### src/rtl/i2c_regbank_pkg.sv
`default_nettype none
// ============================================================================
// Module   : i2c_regbank_pkg
// Purpose  : Shared constants for the I2C slave register bank.
// Revision : 1.0 - initial release
// ============================================================================
package i2c_regbank_pkg;

    localparam logic [7:0] ADDR_SW    = 8'h00;
    localparam logic [7:0] ADDR_BTN   = 8'h01;
    localparam logic [7:0] ADDR_CNT   = 8'h02;
    localparam logic [7:0] ADDR_ID    = 8'h03;

    localparam int         TEXT_DEPTH = 16;
    localparam logic [7:0] TEXT_FILL  = 8'h20;

endpackage
`default_nettype wire

### src/rtl/i2c_regbank_debounce.sv
`default_nettype none
// ============================================================================
// Module   : i2c_regbank_debounce
// Purpose  : 2-flop synchronizer with optional per-bit debounce
//            (enabled by macro REGBANK_DEBOUNCE_EN).
// Revision : 1.0 - initial release
// ============================================================================
module i2c_regbank_debounce #(
    parameter int WIDTH           = 8,
    parameter int DEBOUNCE_CYCLES = 500000
) (
    input  logic             clk,
    input  logic             reset,
    input  logic [WIDTH-1:0] din,
    output logic [WIDTH-1:0] dout
);

    logic [WIDTH-1:0] r_sync1;
    logic [WIDTH-1:0] r_sync2;

    always_ff @(posedge clk) begin
        if (reset) begin
            r_sync1 <= '0;
            r_sync2 <= '0;
        end else begin
            r_sync1 <= din;
            r_sync2 <= r_sync1;
        end
    end

`ifdef REGBANK_DEBOUNCE_EN
    localparam int CNT_W = $clog2(DEBOUNCE_CYCLES + 1);

    generate
        for (genvar i = 0; i < WIDTH; i++) begin : g_bit
            logic [CNT_W-1:0] r_cnt;
            logic             r_q;

            // Output follows only after DEBOUNCE_CYCLES consecutive disagreeing samples.
            always_ff @(posedge clk) begin
                if (reset) begin
                    r_cnt <= '0;
                    r_q   <= 1'b0;
                end else if (r_sync2[i] != r_q) begin
                    if (r_cnt == CNT_W'(DEBOUNCE_CYCLES - 1)) begin
                        r_cnt <= '0;
                        r_q   <= r_sync2[i];
                    end else begin
                        r_cnt <= r_cnt + CNT_W'(1);
                    end
                end else begin
                    r_cnt <= '0;
                end
            end

            assign dout[i] = r_q;
        end
    endgenerate
`else
    assign dout = r_sync2;
`endif

endmodule
`default_nettype wire

### src/rtl/i2c_slave_regbank.sv
`default_nettype none
// ============================================================================
// Module   : i2c_slave_regbank
// Purpose  : Register bank behind the I2C slave RAM port: board status reads,
//            16-byte LCD text buffer with dirty/ack handshake.
//            Debounce selected by macro REGBANK_DEBOUNCE_EN.
// Revision : 1.0 - initial release
// ============================================================================
module i2c_slave_regbank
    import i2c_regbank_pkg::*;
#(
    parameter int         DEBOUNCE_CYCLES = 500000,
    parameter logic [7:0] ID_VALUE        = 8'hA5,
    parameter logic [7:0] TEXT_BASE       = 8'h10
) (
    input  logic       clk,
    input  logic       reset,
    input  logic [7:0] ram_addr,
    input  logic [7:0] remote_din,
    input  logic       remote_w,
    output logic [7:0] local_dout,
    input  logic [7:0] switches,
    input  logic [3:0] buttons,
    input  logic [3:0] lcd_rd_addr,
    output logic [7:0] lcd_rd_data,
    output logic       lcd_dirty,
    input  logic       lcd_ack
);

    logic [7:0] w_sw_q;
    logic [3:0] w_btn_q;

    i2c_regbank_debounce #(.WIDTH(8), .DEBOUNCE_CYCLES(DEBOUNCE_CYCLES)) u_sw_db (
        .clk   (clk),
        .reset (reset),
        .din   (switches),
        .dout  (w_sw_q)
    );

    i2c_regbank_debounce #(.WIDTH(4), .DEBOUNCE_CYCLES(DEBOUNCE_CYCLES)) u_btn_db (
        .clk   (clk),
        .reset (reset),
        .din   (buttons),
        .dout  (w_btn_q)
    );

    logic [7:0] r_addr_d;
    logic       r_w_d;
    logic       r_rst_mask;
    logic [3:0] r_btn_prev;
    logic [7:0] r_press_cnt;
    logic [7:0] r_text [TEXT_DEPTH];
    logic [7:0] r_local_dout;
    logic [7:0] r_lcd_rd_data;
    logic       r_lcd_dirty;

    logic       w_wr_accept;
    logic       w_text_wr;
    logic       w_btn_rise;
    logic [7:0] w_rd_data;

    // The slave bumps the address together with the strobe, so writes use last cycle's address.
    assign w_wr_accept = remote_w & ~r_w_d & ~r_rst_mask;
    assign w_text_wr   = w_wr_accept & (r_addr_d[7:4] == TEXT_BASE[7:4]);
    assign w_btn_rise  = |(w_btn_q & ~r_btn_prev);

    always_comb begin
        w_rd_data = 8'h00;
        case (ram_addr)
            ADDR_SW:  w_rd_data = w_sw_q;
            ADDR_BTN: w_rd_data = {4'b0000, w_btn_q};
            ADDR_CNT: w_rd_data = r_press_cnt;
            ADDR_ID:  w_rd_data = ID_VALUE;
            default: begin
                if (ram_addr[7:4] == TEXT_BASE[7:4]) begin
                    w_rd_data = r_text[ram_addr[3:0]];
                end
            end
        endcase
    end

    always_ff @(posedge clk) begin
        if (reset) begin
            r_addr_d      <= 8'h00;
            r_w_d         <= 1'b0;
            r_rst_mask    <= 1'b1;
            r_btn_prev    <= 4'h0;
            r_press_cnt   <= 8'h00;
            r_local_dout  <= 8'h00;
            r_lcd_rd_data <= TEXT_FILL;
            r_lcd_dirty   <= 1'b0;
            for (int i = 0; i < TEXT_DEPTH; i++) begin
                r_text[i] <= TEXT_FILL;
            end
        end else begin
            r_addr_d      <= ram_addr;
            r_w_d         <= remote_w;
            r_rst_mask    <= 1'b0;
            r_btn_prev    <= w_btn_q;
            r_local_dout  <= w_rd_data;
            r_lcd_rd_data <= r_text[lcd_rd_addr];
            if (w_btn_rise) begin
                r_press_cnt <= r_press_cnt + 8'd1;
            end
            if (w_text_wr) begin
                r_text[r_addr_d[3:0]] <= remote_din;
            end
            // A same-cycle text write beats the ack.
            if (w_text_wr) begin
                r_lcd_dirty <= 1'b1;
            end else if (lcd_ack) begin
                r_lcd_dirty <= 1'b0;
            end
        end
    end

    assign local_dout  = r_local_dout;
    assign lcd_rd_data = r_lcd_rd_data;
    assign lcd_dirty   = r_lcd_dirty;

endmodule
`default_nettype wire

### config.mk
export PLATFORM = sky130hd
export DESIGN_NAME = i2c_slave_regbank
export DESIGN_NICKNAME = d
export VERILOG_FILES = /design/src/rtl/i2c_regbank_pkg.sv /design/src/rtl/i2c_regbank_debounce.sv /design/src/rtl/i2c_slave_regbank.sv
export SDC_FILE = /design/constraint.sdc
export NUM_CORES = 1
export LEC_CHECK = 0
export CAP_MARGIN = 20
export CORE_AREA = 2 2 145 147
export CTS_CLUSTER_SIZE = 25
export DETAILED_ROUTE_END_ITERATION = 16
export DIE_AREA = 0 0 147 149
export PLACE_DENSITY_LB_ADDON = 0.2
export SKIP_CTS_REPAIR_TIMING = 1
export SYNTH_ARGS = -nofsm -noshare
export SYNTH_HDL_FRONTEND = slang
export SYNTH_SLANG_ARGS = --single-unit
### constraint.sdc
create_clock -name clk -period 3.15 [get_ports clk]
set_input_delay 0.63 -clock clk [delete_from_list [all_inputs] [get_ports clk]]
set_output_delay 0.63 -clock clk [all_outputs]
set_load 0.01 [all_outputs]
### Word level (Yosys, flattened, before mapping)

Memories as Yosys holds them, arrays and structs flattened. A register that Yosys moved wholly into a read port is not among the register bits.
Index checks and enable logic that the tools add are counted.

| storage, ports and cells | value |
|---|---|
| bits in registers | 55 |
| RAM bits | 128 |
| bits of input ports | 36 |
| output and inout port bits | 17 |
| memories | 1 |

| cells by class | value |
|---|---|
| add/sub/neg operators | 1 |
| eq/ne operators | 5 |
| multiplexer cells | 12 |
| bitwise gates (word level) | 7 |
| reduce and logical (&&, ||, !) cells | 4 |

Memories:

| name | words | bits a word | read ports | clocked after memory_dff | write ports | line | RTL |
|---|---|---|---|---|---|---|---|
| r_text | 16 | 8 | 2 | 1 | 16 | i2c_slave_regbank.sv:52 | `logic [7:0] r_text [TEXT_DEPTH];` |

Operator list:

| cell | count |
|---|---|
| $pmux 8 s4 | 1 |
| $eq 8x2->1 const B | 2 |
| $mux 8 | 2 |
| $add 8x1->8 const B | 1 |
| $eq 4x1->1 const B | 2 |
| $eq 8x1->1 const B | 1 |
| $logic_not 8->1 | 1 |
| $mux 1 | 8 |
| $reduce_or 8->1 | 1 |
| $and 4x4->4 | 1 |
| $mux 4 | 1 |
| $not 4->4 | 1 |
| $reduce_or 4->1 | 1 |
| $and 1x1->1 | 3 |
| $not 1->1 | 2 |
| $reduce_bool 2->1 | 1 |

### Depth between registers and ports, before layout

Gate-level depths: netlist (run 1).

| logic depth | value |
|---|---|
| depth after elaboration | 9 |
| gate-level depth with buffers | 6 |

### Cells and area by module

Synthesis (run 1) repeated with hierarchy kept, for this count alone.

| unflattened totals | value |
|---|---|
| cells, all modules | 667 |
| area, all modules | 9185.1 µm² |

By module, submodules not included:

| module | instances | cells an instance | area an instance (µm²) |
|---|---|---|---|
| i2c_slave_regbank | 1 | 618 | 8510.7 |
| i2c_regbank_debounce (u_sw_db) | 1 | 33 | 464.2 |
| i2c_regbank_debounce (u_btn_db) | 1 | 16 | 210.2 |

### Worst setup path before layout (run 1)

No wires, ideal clock.

| timing path | value |
|---|---|
| kind | input to register |
| start point | input ram_addr[0] |
| end point | register r_local_dout[0] (netlist: local_dout[0]) |
| data arrival time | 1972 ps |
| path slack | 1056 ps |
| stages on the path | 4 |
| path through | buf_2 -> buf_4 -> mux4_2 -> a221o_1 |

| on the way | value |
|---|---|
| longest elaborated chain between the ends | 3 |
| elaborated cells between the ends (all ways) | 7 |
| those cells by class | 3 x eq/ne; 2 x mux; 1 x reduce/logical; 1 x memory |

Ends and longest elaborated chain:

| item | line | RTL |
|---|---|---|
| start, declared | i2c_slave_regbank.sv:18 | `input logic [7:0] ram_addr,` |
| $mem_v2 16x8 | n/a |  |
| $mux 8 | i2c_slave_regbank.sv:75 | `if (ram_addr[7:4] == TEXT_BASE[7:4]) begin` |
| $pmux 8 s4 (*) | i2c_slave_regbank.sv:69 | `case (ram_addr)` |
| end signal, assigned | i2c_slave_regbank.sv:100 | `r_local_dout <= w_rd_data;` |
| end, declared | i2c_slave_regbank.sv:53 | `logic [7:0] r_local_dout;` |

Mark *: on every way between the ends. The rest lies on a longest branch, timed or not.
A chain may end at the register's enable or synchronous reset.

==> reports/results.ini, run 1 <==
[place]
place_inst = 958
gp_congestion = 0.902
io_buffers = 52
place_hpwl_um = 17600
placed_area_um2 = 9970

[pwr]
cellLeakagePower_nw = 3.79
internal_power_mw = 3.99
totalPowerFinal_mw = 5.26
seq_power_share_pct = 53.2
ir_drop_mv = 0.326
p_sw_mw = 1.27
clockPowerShare_pct = 38.1
p_sw_share_pct = 24.2
combPwrFrac_pct = 8.8
pwr_density_cell_nw_per_um2 = 501

[synthesis]
synth-main-ff-cell = edfxtp_1
async_reset_ff_share_pct = 0
syn-num-nets = 676
avgSynthCellArea_um2 = 14.2
post_synth_num_cell_types = 46
seq_area_frac_synth_pct = 56.4
synth_area_um2 = 9050
ys_warn_count = 0
ys_ff_latch = 191
netlist_instances = 639
synth_enable_flop_cells = 128

[timing]
max_freq_mhz = 456
worst_slew_pin_slew_ns = 0.808
finClkSkew_ns = 0.0102
report.final.setup_viol = 0
drv_slew = 0
setup_tns_ns = 0
min_period_over_period_pct = 69.6
rsz0062_at_grt = no
slew_headroom_pct = 46.0
hold_violations = 0
min_period_ns = 2.19

[final_layout]
final_cell_mix = edfxtp_1 (128), and2_1 (113), dfxtp_1 (63), mux4_2 (53), clkdlybuf4s50_1 (48)
fin_area_um2 = 10500
area_growth_pct = 16.1
final_common_cell = edfxtp_1
layoutNonFillerInstCount = 990
final_nets = 739
drive_gt1_share_pct = 22.0
diodes = 0

[cts]
numCtsBuffers = 17
cts_tree = yes
clk_latency_ns = 0.43
cts_sinks = 191
htreeDepth = 4
cts-root-buf = clkbuf_16
path_clk_slew_ns = 0.07
clockBufferDepth = 2

[detailed_routing]
firstDrtPassIters = 5
drc = 0
drtAntennaViolNets = 0
routedWlPerCell_um = 24.4
post_drt_via_cell_ratio = 5.70
wl_um = 24100
via_count = 5640
drt_iter0_markers = 515

[grt]
grt_use_total_pct = 22.9
grt_max_degree = 67
globalRoute.totalOverflow = 0
grt_pass1_wl_um = 36400
grt_pass1_vias = 5707
antenna_found_initial = 0

[critical_path]
crit_family = buffers and inverters
cp.required_ns = 3.46
crit_path_max_incr_delay_ns = 0.77
endpoint_kind = flip-flop
path_cells = clkdlybuf4s50_1 -> buf_4 -> mux4_2 -> mux2i_1 -> o22ai_1
critPathArrivalTime_ns = 2.51
cpMaxStageDelayCell = clkdlybuf4s50_1
worstSetupPathType = primary input to flip-flop
cp_num_buf_inv = 2
startpoint_type = primary input
path_max_fanout = 12

[job]
maxCapViolCount = 0

[floorplanning]
io_pins = 53
die_w_um = 147
coreArea_um2 = 20600
fp-row-count = 53
initial_core_util_pct = 44.0
die_h_um = 149
die_area_um2 = 21900

[hold_path]
holdCritPathClass = primary input to flip-flop

[outcome]
status = finished clean

routing by layer:
metal / share of wire (%) / routed length (um) / GRT usage [%] / vias to the layer above
li1: - / - / - / 2512
met1: 42 / 10100 / 29.9 / 2823
met2: 46 / 11200 / 36.8 / 256
met3: 6.0 / 1440 / 3.70 / 49
met4: 5.6 / 1360 / 13.2 / 0
met5: 0 / 0 / 0 / -
sequential cells by signal, summed over array words and instances (netlist names):
signal            cells
r_text              128
lcd_dirty             1
u_sw_db.dout          8
local_dout            8
u_btn_db.dout         4
lcd_rd_data           8
r_press_cnt           8
r_btn_prev            4
r_addr_d              8
r_rst_mask            1
u_sw_db.r_sync1       8
r_w_d                 1
u_btn_db.r_sync1      4
power by group through the flow:
stage	clock network (mW)	registers (mW)	logic (mW)
2_1_floorplan	0	2.82	0.285
3_3_place_gp	0	2.85	0.458
3_5_place_dp	0	2.85	0.463
4_1_cts	2.03	2.80	0.465
5_1_grt	2.13	2.80	0.491
6_report	2.00	2.80	0.461
final timing paths:
path / startpoint / end / slack [ns] / cells after the start
setup / recovery: lcd_rd_addr[2] / lcd_rd_data[3]$_SDFF_PP0_ / 0.96 / 5
hold / removal: reset / r_w_d$_SDFF_PP0_ / 0.41 / 2
setup reg to reg: r_rst_mask$_DFF_P_ / r_text[8][6]$_SDFFCE_PN0P_ / 1.30 / 5
hold reg to reg: u_sw_db.r_sync1[1]$_SDFF_PP0_ / u_sw_db.dout[1]$_SDFF_PP0_ / 0.44 / 1
worst register-to-register path, stage by stage, from the launching register on:
cell and delay (ns):
dfxtp_1 0.31, nor4b_2 0.29, nand3_2 0.08, buf_4 0.23, nor4_2 0.31, or2_2 0.32
through the flow:
step	utilization [%]	hold slack (ns)	setup slack [ns]
floorplan	-	0.414	1.06
global route	51.1	0.424	0.869
finish	51.1	0.414	0.957
CTS	51.1	0.402	0.959
detailed placement	48.5	0.427	0.505
global placement	48.5	0.430	0.507
final cells by class:
class                      count  area, um2
clock buffer                  19        433
fill                        1739      10100
sequential                   191       5100
timing repair buffer          81        756
inverter                       5       18.8
clock inverter                13        104
multi-input combinational    406       3750
tap                          275        344
cell usage after synthesis (3+ instances only):
library cell    n  share of area, %
a221o_1         5              0.55
inv_1           5              0.21
nand2b_1       27               1.9
buf_2          12              0.66
nor3_1          4              0.22
nor3_2          9               1.0
nor2_1         11              0.46
buf_1           3              0.12
o22ai_1        12              0.83
and2_1        113               7.8
nand2_1        18              0.75
dfxtp_1        63                14
clkbuf_1       19              0.79
o21ai_0         8              0.44
or3_1           4              0.28
mux2i_1        24               2.7
nor2b_1        36               2.5
edfxtp_1      128                42
mux4_2         53                13
mux2_2          8               1.0
nand3_1         4              0.22
xnor2_1         3              0.29
a21oi_1        14              0.77
mux4_1          9               2.6
nor4_2          4              0.55
or2_2          18               1.2
cell families (layout without fill, tap and decap cells):
group	Yosys count	count (layout)	synth area share (%)
simple gates	257	257	17.8
flops	191	191	56.4
mux	94	94	19.5
compound gates	51	51	3.75
buf+inv	42	118	2.16
xor+xnor	3	3	0.291
fa+ha+maj	1	1	0.138
Power figures use the tool's default switching activity.
==> inputs of run 2 (changes only) <==
==> constraint.sdc (replaced) <==
create_clock -name clk -period 2.3 [get_ports clk]
set_input_delay 0.46 -clock clk [delete_from_list [all_inputs] [get_ports clk]]
set_output_delay 0.46 -clock clk [all_outputs]
set_load 0.01 [all_outputs]
==> reports/results.ini, run 2 (synthesis results as in run 1) <==
[pwr]
ir_drop_mv = 0.287
pwr_density_cell_nw_per_um2 = 697
cellLeakagePower_nw = 3.97

[cts]
cts_tree = yes
cts_sinks = 191
numCtsBuffers = 17
htreeDepth = 4
clockBufferDepth = 2
clk_latency_ns = 0.43
path_clk_slew_ns = 0.07
cts-root-buf = clkbuf_16

[critical_path]
crit_path_max_incr_delay_ns = 0.45
cp.required_ns = 2.43
startpoint_type = primary input
timing.rr.end = r_text[1][6]$_SDFFCE_PN0P_
critPathLaunch = remote_w
path_max_fanout = 17
r2r_cells = 3
r2r_slack_ns = 0.48
critPathArrivalTime_ns = 1.99
path_cells = clkdlybuf4s50_1 -> nor2b_1 -> nand3_2 -> buf_12 -> nor3_1 -> or2_2
r2r-start = r_addr_d[1]$_SDFF_PP0_
worstSetupPathType = primary input to flip-flop
cpMaxStageDelayCell = clkdlybuf4s50_1
endpoint_kind = flip-flop

[final_layout]
fin_util_pct = 52.6
layoutNonFillerInstCount = 1012
final_common_cell = edfxtp_1
drive_gt1_share_pct = 24.7
final_cell_mix = edfxtp_1 (128), and2_1 (113), dfxtp_1 (63), mux4_2 (53), clkdlybuf4s50_1 (48)
area_growth_pct = 19.5
max_flop_register = r_text
final_nets = 761
diodes = 0
largest_reg_flops = 128

[floorplanning]
die_h_um = 149
initial_core_util_pct = 44.0
die_area_um2 = 21900
coreArea_um2 = 20600
io_pins = 53
die_w_um = 147
fp-row-count = 53

[detailed_routing]
routedWlPerCell_um = 22.9
drc = 0
drtAntennaViolNets = 0
drt_iter0_markers = 573
via_count = 5763
firstDrtPassIters = 5
post_drt_via_cell_ratio = 5.69
wl_um = 23200

[hold_path]
min_from = reset
holdCritPathClass = primary input to flip-flop
min_delay_path_depth = 2
min_to = r_w_d$_SDFF_PP0_

[timing]
drv_slew = 0
min_period_ns = 1.86
report.final.setup_viol = 0
setup_tns_ns = 0
hold_violations = 0
slew_headroom_pct = 52.8
min_period_over_period_pct = 80.9
max_freq_mhz = 538
finClkSkew_ns = 0.00716
worst_slew_pin_slew_ns = 0.707
rsz0062_at_grt = no

[grt]
grt_use_total_pct = 21.8
use_met1_pct = 30.0
busiest_layer = met2
use_met3_pct = 4.13
grt_pass1_vias = 5750
grt_max_degree = 39
grt_use_met2_pct = 33.6
grt_pass1_wl_um = 35000
globalRoute.totalOverflow = 0
antenna_found_initial = 0

[place]
place_hpwl_um = 17000
io_buffers = 52
gp_congestion = 0.895
place_inst = 980

[job]
maxCapViolCount = 0

[outcome]
status = finished clean

[run 2: cell types whose count changed in the layout (fill, tap and decap cells not counted), sizes merged]
cell and change:
clkbuf +2, buf +22, bufinv +1, inv +1, clkinvlp -1, clkinv -3
[run 2: stage by stage]
| step | setup WS, ns | hold WS [ns] | total power [mW] | instance area [um2] |
|---|---|---|---|---|
| global route | 0.374 | 0.270 | 7.75 | 10800 |
| CTS | 0.480 | 0.256 | 7.55 | 10800 |
| finish | 0.440 | 0.261 | 7.53 | 10800 |
| global placement | 0.0543 | 0.426 | 4.56 | 10200 |
| detailed placement | 0.0335 | 0.428 | 4.57 | 10200 |
| floorplan | 0.376 | 0.414 | 4.26 | 9050 |
[run 2: worst max-delay path by stage]
stage,to,slack [ns],cells after the start
finish,r_text[10][1]$_SDFFCE_PN0P_,0.44,6
global placement,local_dout[7]$_SDFF_PP0_,0.05,6
global route,r_text[12][0]$_SDFFCE_PN0P_,0.37,6
detailed placement,r_text[8][5]$_SDFFCE_PN1P_,0.03,6
floorplan,local_dout[0]$_SDFF_PP0_,0.38,4
CTS,r_text[8][5]$_SDFFCE_PN1P_,0.48,6
[run 2: layout make-up]
| cell class | instances | area, um2 |
|---|---|---|
| multi-input cells | 406 | 3750 |
| inverters | 5 | 18.8 |
| repair buffers | 103 | 983 |
| well taps | 275 | 344 |
| clock buffers | 21 | 514 |
| clock inverters | 11 | 97.6 |
| flip-flops and latches | 191 | 5100 |
| fillers | 1711 | 9750 |
[run 2: worst max-delay path, delay by kind of cell]
family        cells  cell delay (ns)
buf+inv           2             0.63
simple gates      4             0.88
[run 2: power breakdown]
part	internal (mW)	switching (mW)
sequential	3.75	0.0718
clock	1.69	1.34
combinational	0.334	0.343
[run 2: routing by layer]
layer	routed length, um	vias to the layer above
li1	-	2562
met1	10000	2912
met2	10700	243
met3	1500	46
met4	961	0
met5	0	-
==> inputs of run 3 (changes only) <==
==> constraint.sdc (replaced) <==
create_clock -name clk -period 1.63 [get_ports clk]
set_input_delay 0.326 -clock clk [delete_from_list [all_inputs] [get_ports clk]]
set_output_delay 0.326 -clock clk [all_outputs]
set_load 0.01 [all_outputs]
==> reports/results.ini, run 3 (synthesis results as in run 1) <==
[critical_path]
timing.rr.end = lcd_rd_data[5]$_SDFF_PP1_
cp.required_ns = 1.96
cpMaxStageDelayCell = mux4_2
cp_num_buf_inv = 0
r2r_cells = 3
path_common_cell = mux4_2
path_depth = 3
startpoint_type = flip-flop
r2r_slack_ns = -0.08
critPathArrivalTime_ns = 2.04
crit_path_max_incr_delay_ns = 0.49
path_cells = mux4_2 -> mux4_2 -> or2_1
setup.worst_path.end = lcd_rd_data[5]$_SDFF_PP1_
endpoint_kind = flip-flop
r2r-start = r_text[15][5]$_SDFFCE_PN1P_
critPathLaunch = r_text[15][5]$_SDFFCE_PN1P_
crit_family = multiplexers
worstSetupPathType = flip-flop to flip-flop
path_max_fanout = 2

[detailed_routing]
drc = 0
drt_iter0_markers = 615
wl_um = 24100
firstDrtPassIters = 5
via_count = 5852
drtAntennaViolNets = 0
routedWlPerCell_um = 23.2
post_drt_via_cell_ratio = 5.63

[floorplanning]
coreArea_um2 = 20600
die_h_um = 149
initial_core_util_pct = 44.0
fp-row-count = 53
io_pins = 53
die_area_um2 = 21900
die_w_um = 147

[grt]
grt_use_total_pct = 23.0
grt_pass1_vias = 6006
grt_max_degree = 38
globalRoute.totalOverflow = 0
grt_pass1_wl_um = 36900
antenna_found_initial = 1

[job]
maxCapViolCount = 0

[timing]
finClkSkew_ns = 0.0111
whs_ns = 0.129
min_period_over_period_pct = 105
hold_violations = 0
finalWorstSetupSlack_ns = -0.0823
min_period_ns = 1.71
drv_slew = 0
rsz0062_at_grt = yes
max_freq_mhz = 584
report.final.setup_viol = 95
slew_headroom_pct = 63.1
worst_slew_pin_slew_ns = 0.554

[hold_path]
holdCritPathClass = primary input to flip-flop

[final_layout]
final_nets = 788
layoutNonFillerInstCount = 1039
max_flop_register = r_text
largest_reg_flops = 128
final_cell_mix = edfxtp_1 (128), and2_1 (112), dfxtp_1 (61), mux4_2 (59), buf_4 (57)
fill_cells = 1673
area_growth_pct = 25.7
diodes = 0
drive_gt1_share_pct = 30.8
final_common_cell = edfxtp_1
fin_area_um2 = 11400

[cts]
cts_tree = yes
clk_latency_ns = 0.44
htreeDepth = 4
numCtsBuffers = 17
path_clk_slew_ns = 0.08
cts-root-buf = clkbuf_16
cts_sinks = 191
clockBufferDepth = 2

[outcome]
status = complete, but fails checks
violations = negative setup slack

[pwr]
ir_drop_mv = 0.528
cellLeakagePower_nw = 4.44
pwr_density_cell_nw_per_um2 = 955
totalPowerFinal_mw = 10.9

[place]
io_buffers = 52
gp_congestion = 0.922
placed_area_um2 = 10600
place_hpwl_um = 17300
place_inst = 1009

## run 3: metrics by stage
step,setup TNS [ns],worst slack [ns],utilization (%)
finish,-2.19,-0.0823,55.3
global route,-13.84,-0.127,55.3
CTS,-3.50,-0.102,54.7
detailed placement,-92.96,-0.475,51.7
global placement,-91.68,-0.454,51.7
floorplan,-10.87,-0.116,-
## run 3: how the worst min path moves through the flow
| stage | to | cells past startpoint | startpoint | slack, ns |
|---|---|---|---|---|
| floorplan | r_rst_mask$_DFF_P_ | 0 | reset | 0.35 |
| global placement | u_btn_db.dout[2]$_SDFF_PP0_ | 1 | u_btn_db.r_sync1[2]$_SDFF_PP0_ | 0.43 |
| detailed placement | u_btn_db.dout[0]$_SDFF_PP0_ | 1 | u_btn_db.r_sync1[0]$_SDFF_PP0_ | 0.43 |
| CTS | r_w_d$_SDFF_PP0_ | 2 | reset | 0.12 |
| global route | r_w_d$_SDFF_PP0_ | 2 | reset | 0.15 |
| finish | r_w_d$_SDFF_PP0_ | 2 | reset | 0.13 |
## run 3: where the power goes
group / switching (mW) / leakage [nW] / total [mW] / internal, mW
logic: 0.541 / 2.29 / 1.09 / 0.545
registers: 0.0951 / 1.86 / 5.39 / 5.30
clock network: 2.04 / 0.299 / 4.38 / 2.34
total: 2.67 / 4.44 / 10.9 / 8.18
## run 3: layout make-up
| cell class | count | area (um2) | share of cell area (%) |
|---|---|---|---|
| Clock buffer | 17 | 425 | 3.74 |
| Clock inverter | 15 | 190 | 1.67 |
| Inverter | 5 | 18.8 | 0.165 |
| Multi-Input combinational cell | 406 | 3970 | 35.0 |
| Sequential cell | 191 | 5110 | 44.9 |
| Tap cell | 275 | 344 | 3.03 |
| Timing Repair Buffer | 130 | 1310 | 11.5 |
## run 3: per-layer routing
metal | track usage (%) | vias up | share of wire [%]
met2 | 36.1 | 242 | 48
met4 | 8.80 | 2 | 2.1
met1 | 31.3 | 2958 | 44
met3 | 5.44 | 35 | 6.5
met5 | 0 | - | 0.050
li1 | - | 2615 | -
